File: src/rtl/signed_mult_rr_scheduler.sv
`default_nettype none
// +--------------------------------------------------------------------------+
// | Module : signed_mult_rr_scheduler (+ signed_vedic_mult_32bit)            |
// | Desc   : Two-requester round-robin front end for a shared multicycle     |
// |          32x32 signed multiplier with a tagged valid/ready response.     |
// | Rev    : 1.0                                                             |
// +--------------------------------------------------------------------------+

module signed_vedic_mult_32bit (
  input  logic [31:0] a,
  input  logic [31:0] b,
  output logic [63:0] p
);
  logic signed [63:0] w_a_ext;
  logic signed [63:0] w_b_ext;

  // Both operands are sign-extended to 64 bits so the low half of the product is exact.
  assign w_a_ext = {{32{a[31]}}, a};
  assign w_b_ext = {{32{b[31]}}, b};
  assign p       = w_a_ext * w_b_ext;
endmodule

module signed_mult_rr_scheduler #(
  parameter int CALC_CYCLES = 2,
  parameter int CNT_W       = 4
) (
  input  logic        clk,
  input  logic        rst,
  input  logic        req0_valid,
  output logic        req0_ready,
  input  logic [31:0] req0_a,
  input  logic [31:0] req0_b,
  input  logic        req1_valid,
  output logic        req1_ready,
  input  logic [31:0] req1_a,
  input  logic [31:0] req1_b,
  output logic        rsp_valid,
  input  logic        rsp_ready,
  output logic [63:0] rsp_out,
  output logic        rsp_id,
  output logic        busy
);
  localparam logic [1:0]       c_s_idle   = 2'd0;
  localparam logic [1:0]       c_s_calc   = 2'd1;
  localparam logic [1:0]       c_s_done   = 2'd2;
  localparam logic [CNT_W-1:0] c_cnt_load = CNT_W'(CALC_CYCLES - 1);
  localparam logic [CNT_W-1:0] c_cnt_one  = CNT_W'(1);

  logic [1:0]       r_state;
  logic [1:0]       w_state_nxt;
  logic [CNT_W-1:0] r_cnt;
  logic [31:0]      r_op_a;
  logic [31:0]      r_op_b;
  logic             r_id;
  logic             r_ptr;
  logic             r_rsp_valid;
  logic [63:0]      r_rsp_out;
  logic             r_rsp_id;

  logic             w_grant;
  logic             w_any;
  logic             w_xfer;
  logic             w_cnt_zero;
  logic [63:0]      w_product;

  // r_ptr = 0 favours req0; only consulted when both requesters are valid.
  assign w_any      = req0_valid | req1_valid;
  assign w_grant    = (req0_valid & req1_valid) ? r_ptr : req1_valid;
  assign w_xfer     = (r_state == c_s_idle) & w_any;
  assign w_cnt_zero = (r_cnt == '0);

  signed_vedic_mult_32bit u_mult (
    .a (r_op_a),
    .b (r_op_b),
    .p (w_product)
  );

  always_ff @(posedge clk or posedge rst) begin
    if (rst) begin
      r_state <= c_s_idle;
    end else begin
      r_state <= w_state_nxt;
    end
  end

  always_comb begin
    w_state_nxt = r_state;
    case (r_state)
      c_s_idle: if (w_xfer)     w_state_nxt = c_s_calc;
      c_s_calc: if (w_cnt_zero) w_state_nxt = c_s_done;
      c_s_done: if (rsp_ready)  w_state_nxt = c_s_idle;
      default:                  w_state_nxt = c_s_idle;
    endcase
  end

  always_comb begin
    req0_ready = 1'b0;
    req1_ready = 1'b0;
    busy       = (r_state != c_s_idle);
    if (r_state == c_s_idle) begin
      req0_ready = req0_valid & ~w_grant;
      req1_ready = req1_valid &  w_grant;
    end
  end

  // Operands are captured only through the grant mux, so an idle requester's data never reaches the core.
  always_ff @(posedge clk or posedge rst) begin
    if (rst) begin
      r_cnt       <= '0;
      r_op_a      <= '0;
      r_op_b      <= '0;
      r_id        <= 1'b0;
      r_ptr       <= 1'b0;
      r_rsp_valid <= 1'b0;
      r_rsp_out   <= '0;
      r_rsp_id    <= 1'b0;
    end else begin
      case (r_state)
        c_s_idle: begin
          if (w_xfer) begin
            r_op_a <= w_grant ? req1_a : req0_a;
            r_op_b <= w_grant ? req1_b : req0_b;
            r_id   <= w_grant;
            r_ptr  <= ~w_grant;
            r_cnt  <= c_cnt_load;
          end
        end
        c_s_calc: begin
          if (w_cnt_zero) begin
            r_rsp_out   <= w_product;
            r_rsp_id    <= r_id;
            r_rsp_valid <= 1'b1;
          end else begin
            r_cnt <= r_cnt - c_cnt_one;
          end
        end
        c_s_done: begin
          if (rsp_ready) r_rsp_valid <= 1'b0;
        end
        default: ;
      endcase
    end
  end

  assign rsp_valid = r_rsp_valid;
  assign rsp_out   = r_rsp_out;
  assign rsp_id    = r_rsp_id;
endmodule

`default_nettype wire

File: config.mk
export PLATFORM = sky130hd
export DESIGN_NAME = signed_mult_rr_scheduler
export DESIGN_NICKNAME = d
export VERILOG_FILES = /design/src/rtl/signed_mult_rr_scheduler.sv
export SDC_FILE = /design/constraint.sdc
export NUM_CORES = 2
export LEC_CHECK = 0
export ABC_AREA = 1
export BUFFER_PORTS_ARGS = -buffer_cell sky130_fd_sc_hd__buf_2
export CAP_MARGIN = 15
export CELL_PAD_IN_SITES_DETAIL_PLACEMENT = 0
export CELL_PAD_IN_SITES_GLOBAL_PLACEMENT = 1
export CORE_MARGIN = 5
export CORE_UTILIZATION = 53
export CTS_BUF_LIST = sky130_fd_sc_hd__clkbuf_8
export DETAILED_ROUTE_END_ITERATION = 12
export GPL_TIMING_DRIVEN = 0
export PLACE_DENSITY = 0.9
export SETUP_SLACK_MARGIN = 0.3
export SLEW_MARGIN = 5
export SYNTH_ARGS = -nofsm -noshare
export SYNTH_HDL_FRONTEND = slang
export SYNTH_SLANG_ARGS = --single-unit
export TNS_END_PERCENT = 100
File: constraint.sdc
create_clock -name clk -period 21.2 [get_ports clk]
set_clock_uncertainty 0.2 [all_clocks]
set_input_delay 1.06 -clock clk [delete_from_list [all_inputs] [get_ports clk]]
set_output_delay 1.06 -clock clk [all_outputs]
set_load 0.01 [all_outputs]
* After elaboration in Yosys (flattened, before gate mapping)
Index checks and enable logic that the tools add are counted.
Word-level totals: logic and storage cells 48, input bits 133, output and inout port bits 69, register bits 138
Operators by class: equal/unequal tests 6, muxes and demuxes 15, reductions and logical operators 10, $add $sub $neg 1, multipliers 1, bitwise operators 6
Operators by type and width (number):
- $mul A32 B32 Y64 | 1
- $mux W32 | 2
- $reduce_and A3 Y1 | 3
- $mux W4 | 2
- $ne A2 B2 Y1 const B | 4
- $pmux W4 S2 | 1
- $mux W2 | 3
- $pmux W2 S3 | 1
- $reduce_bool A2 Y1 | 3
- $mux W1 | 5
- $and A1 B1 Y1 | 4
- $logic_not A4 Y1 | 1
- $reduce_and A2 Y1 | 2
- $sub A4 B1 Y4 const B | 1
- $eq A2 B1 Y1 const B | 1
- $eq A2 B2 Y1 const B | 1
- $logic_not A2 Y1 | 1
- $pmux W1 S2 | 1
- $not A1 Y1 | 1
- $or A1 B1 Y1 | 1

* Depth between registers and ports, before layout
depth in word-level cells 5, gate-level depth with buffers 36, mapped depth without buffers 34

* Cells and area by module
From an unflattened synthesis, not the netlist that was laid out.
Unflattened totals: cells, all modules 5666, area, all modules 44670.3 sq um
Modules (own cells, without submodules):
- signed_vedic_mult_32bit | cells an instance 4971, instances 1, area each 38697.1 sq um, seq. area each 0.0 sq um
- signed_mult_rr_scheduler | cells an instance 695, instances 1, area each 5973.2 sq um, seq. area each 3453.3 sq um

* Worst setup path before layout
OpenSTA, ideal clock, no wires.
path kind reg-to-reg, start reg r_op_a[31], end reg r_rsp_out[56] (netlist: rsp_out[56]), library setup time 118 ps, stages on the path, launching flop included 29, path buffers 2, setup slack 13731 ps, required time 20882 ps, clock period less this slack 7469 ps, arrival 7151 ps, cell sequence dfrtp_1 -> clkbuf_1 -> clkbuf_1 -> nand2_1 -> inv_1 -> fa_1 -> inv_1 -> fa_1 -> fa_1 -> inv_1 -> fa_1 -> inv_1 -> fa_1 -> inv_1 -> fa_1 -> fa_1 -> inv_1 -> fa_1 -> inv_1 -> ha_1 -> a21oi_1 -> nand2_1 -> o21bai_1 -> nand2_1 -> nand2_1 -> a21oi_1 -> nand3b_1 -> nand3_1 -> nand2_1
On the way: word-level cells in the longest chain between the ends 1
RTL lines:
- from (decl) | line 52 | logic [31:0] r_op_a;
- from (signal assigned) | line 121 | r_op_a <= w_grant ? req1_a : req0_a;
- $mul A32 B32 Y64 | line 20 | assign p = w_a_ext * w_b_ext;
- to (signal assigned) | line 130 | r_rsp_out <= w_product;
- to (decl) | line 57 | logic [63:0] r_rsp_out;
No other way between the ends. A chain may end at the register's enable or synchronous reset.

* Worst setup path in the final report
start reg r_op_a[31], end reg r_rsp_out[53] (netlist: rsp_out[53])
Same word-level chain as after synthesis.

==> flow_summary.rst <==
.. list-table::
   :header-rows: 1

   * - Metric
     - Value
   * - Cell types occupying the most area after synthesis
     - fa_1 (48%), nand2_1 (15%), inv_1 (15%)
   * - Synthesis-to-finish area growth
     - 6.53%
   * - RD Place Congestion
     - 1.03
   * - Maximum Capacitance Violations
     - 0
   * - Synthesized area divided by synthesized cell count
     - around 7.8 um^2
   * - Detailed router's first-iteration violation count
     - roughly 3400
   * - Total congestion overflow
     - 0
   * - Number of synthesized flops with an enable pin
     - 0
   * - Share of the cycle needed by the critical path after routing
     - 0.450
   * - Main flop type after synthesis
     - dfrtp_1
   * - Number of buffers inserted for hold repair after clock tree synthesis
     - 0
   * - Max Clk Rate
     - roughly 100 MHz
   * - Final number of hold-violating endpoints
     - 0
   * - Total Routing Usage GR
     - 0.360
   * - DR pass1 iterations
     - 6
   * - Path category of the worst min-delay check
     - register to register
   * - Number of buffers and inverters on the critical path
     - 10
   * - Resized cells post-CTS
     - 0
   * - Core area
     - between 80000 and 90000 um^2
   * - Root buffer cell
     - clkbuf_8
   * - CP required
     - 21.47 ns
   * - Number of buffer cells added on primary ports
     - about 200
   * - CTS tree
     - built
   * - Worst slew pin tran
     - 1.27 ns
   * - Post-synth ARST share
     - 1.00
   * - FF+latch count, synth
     - 138
   * - Post-Synthesis Cells
     - approximately 5800
   * - Site row count
     - 106
   * - Worst setup slack for register-to-register paths
     - 11.67 ns
   * - Initial antenna violation count
     - 2
   * - Setup Fix Bufs, Post-CTS
     - 0
   * - Critical path arrival
     - 9.80 ns
   * - DRC violations left
     - 0
   * - Fraction of synthesized cell area taken by the top area cell type
     - 0.482
   * - Status
     - finished clean
   * - Type of the setup path with the least slack
     - register to register
   * - Category of the worst setup path launch point
     - register
   * - Post-layout net count
     - ~7400
   * - Stage delay of the slowest cell on the critical path
     - around 1.2 ns
   * - Final setup fails
     - 0
   * - First-pass GRT wire length
     - ~240000 um
   * - Clock insertion delay at the later pin of the skew report
     - 0.59 ns
   * - I/O Pins
     - 202
   * - Final routed wirelength across all metal layers
     - 159000 um
   * - Routed length per instance
     - 22.2 um
   * - Die Area
     - approximately 91000 um^2
   * - Area of the mapped netlist
     - roughly 45000 um^2
   * - Level count of the clock H-tree
     - 4
   * - Worst Setup End Kind
     - register
   * - Cell taking the most area after synthesis
     - fa_1
   * - Kind of cell with the highest combined delay on the critical path
     - adder cells
   * - Ranking of synthesized cells by instance count
     - nand2_1 (1748), inv_1 (1740), fa_1 (1082)
   * - Slew headroom
     - 0.155
   * - DRT antenna net count
     - 0
   * - Warnings from Yosys
     - 0
   * - Worst hold-check slack
     - 0.273 ns
   * - Starting Density
     - 0.536
   * - Net count after synthesis
     - between 7000 and 8000
   * - RSZ-0062 raised after global routing
     - false
   * - Horiz. Die Dim
     - roughly 300 um
   * - Cell type of the slowest stage on the worst timing path
     - fa_1
   * - Summed negative setup slack over all endpoints
     - 0 ns
   * - Clock transition at the registers of the reported paths
     - 0.11 ns
   * - Maximum net fanout on the critical path
     - 17
   * - Most Frequent Cell on Critical Path
     - fa_1
   * - Number of vias in the routed layout
     - about 38000
   * - Routed via count divided by cell count
     - 5.27
   * - Max Transition Viols Final
     - 0
   * - Leading cell type by number of instances after synthesis
     - nand2_1
   * - Die Height
     - approximately 300 um
   * - Clk buf depth
     - 2
   * - Number of buffers added by the clock tree synthesis step
     - 17
   * - Total half-perimeter wirelength after legalization and detailed placement
     - between 100000 and 150000 um
   * - Time the final worst path needs with I/O delays and setup
     - around 9.5 ns
   * - Portion of the post-synthesis area used by sequential elements
     - 0.0769
   * - Core occupancy in the finished layout
     - 0.571
   * - Maximum number of pins on one net before global-route repair
     - just over 80
   * - Number of fill cells
     - 8046
   * - Via count of the first global-routing pass
     - between 30000 and 40000
   * - Netlist cell types
     - 40
   * - Ratio of cells with drive above 1 in the final layout
     - 0.0574
   * - Clock tree sinks
     - approximately 140
==> metrics by stage <==
stage / cells / area, um^2 / setup WS [ns]
floorplan: 5776 / 44900 / 13.73
global placement: 7111 / 47300 / 11.76
detailed placement: 7113 / 47400 / 11.75
CTS: 7145 / 47800 / 11.70
global route: 7148 / 47800 / 11.39
finish: 7148 / 47800 / 11.67
==> per-layer routing <==
layer  global-route usage  wire length, um  part of all wire  vias up
li1                     -                -                 -    16400
met1                0.478            59900              0.38    18800
met3               0.0916            18000              0.11      423
met5                    0                0                 0        -
met4                0.159             9260             0.058        0
met2                0.565            71300              0.45     2036
==> placed cells by master (no fill, tap or decap), drive strengths merged, types with 9 or more instances in the layout <==
master and instances:
fa 1082, nor3 10, clkinv 11, clkbuf 280, xnor2 17, or2 9, nand3 151, ha 186
inv 1755, o21bai 13, buf 222, nor2 161, o21ai 86, nand4 20, dfrtp 138, nand2 1771
o211ai 10, a21oi 67
==> layout make-up <==
class,instances,area [um^2],share of cell area
Multi-Input combinational cell,3607,33800,0.707
Inverter,1751,6580,0.137
Sequential cell,138,3450,0.0722
Tap cell,1134,1420,0.0297
Timing Repair Buffer,205,1080,0.0225
Buffer,280,1070,0.0224
Clock buffer,17,234,0.00489
Clock inverter,15,194,0.00405
Antenna cell,1,2.50,0.0000523
==> logic make-up after synthesis <==
group,after synthesis,share of synthesized area
AND/OR/NAND/NOR,2131,0.191
XOR/XNOR,20,0.00390
adder cells (fa/ha/maj),1268,0.534
buffers and inverters,2031,0.170
flip-flops,138,0.0769
AO/OA/AOI/OAI,188,0.0237
==> registers in the layout, summed over array words and instances, names as in the netlist <==
signal,flops
rsp_id,1
r_id,1
r_op_a,32
r_state,2
r_ptr,1
r_cnt,4
rsp_out,64
rsp_valid,1
r_op_b,32
==> worst reg2reg max path, delay by kind of cell, from the launching register on <==
kind / cells / cell delay (ns)
adder cells (fa/ha/maj): 9 / 5.18
buffers and inverters: 10 / 2.08
flip-flops: 1 / 0.33
AND/OR/NAND/NOR: 11 / 1.64
==> path summary, 6_finish.rpt <==
| path | startpoint | to | depth (start not counted) |
|---|---|---|---|
| max reg2reg | r_op_a[31]$_DFFE_PP0P_ | rsp_out[53]$_DFFE_PP0P_ | 30 |
| max in group asynchronous | rst | r_op_a[2]$_DFFE_PP0P_ | 3 |
| max | r_op_a[31]$_DFFE_PP0P_ | rsp_out[53]$_DFFE_PP0P_ | 30 |
| min | r_cnt[0]$_DFFE_PP0P_ | r_cnt[0]$_DFFE_PP0P_ | 1 |
| min in group asynchronous | rst | rsp_out[19]$_DFFE_PP0P_ | 2 |
| min reg2reg | r_cnt[0]$_DFFE_PP0P_ | r_cnt[0]$_DFFE_PP0P_ | 1 |
Power is not shown: default switching activity piles up to over one toggle a cycle in this logic, so the estimate is an artifact.
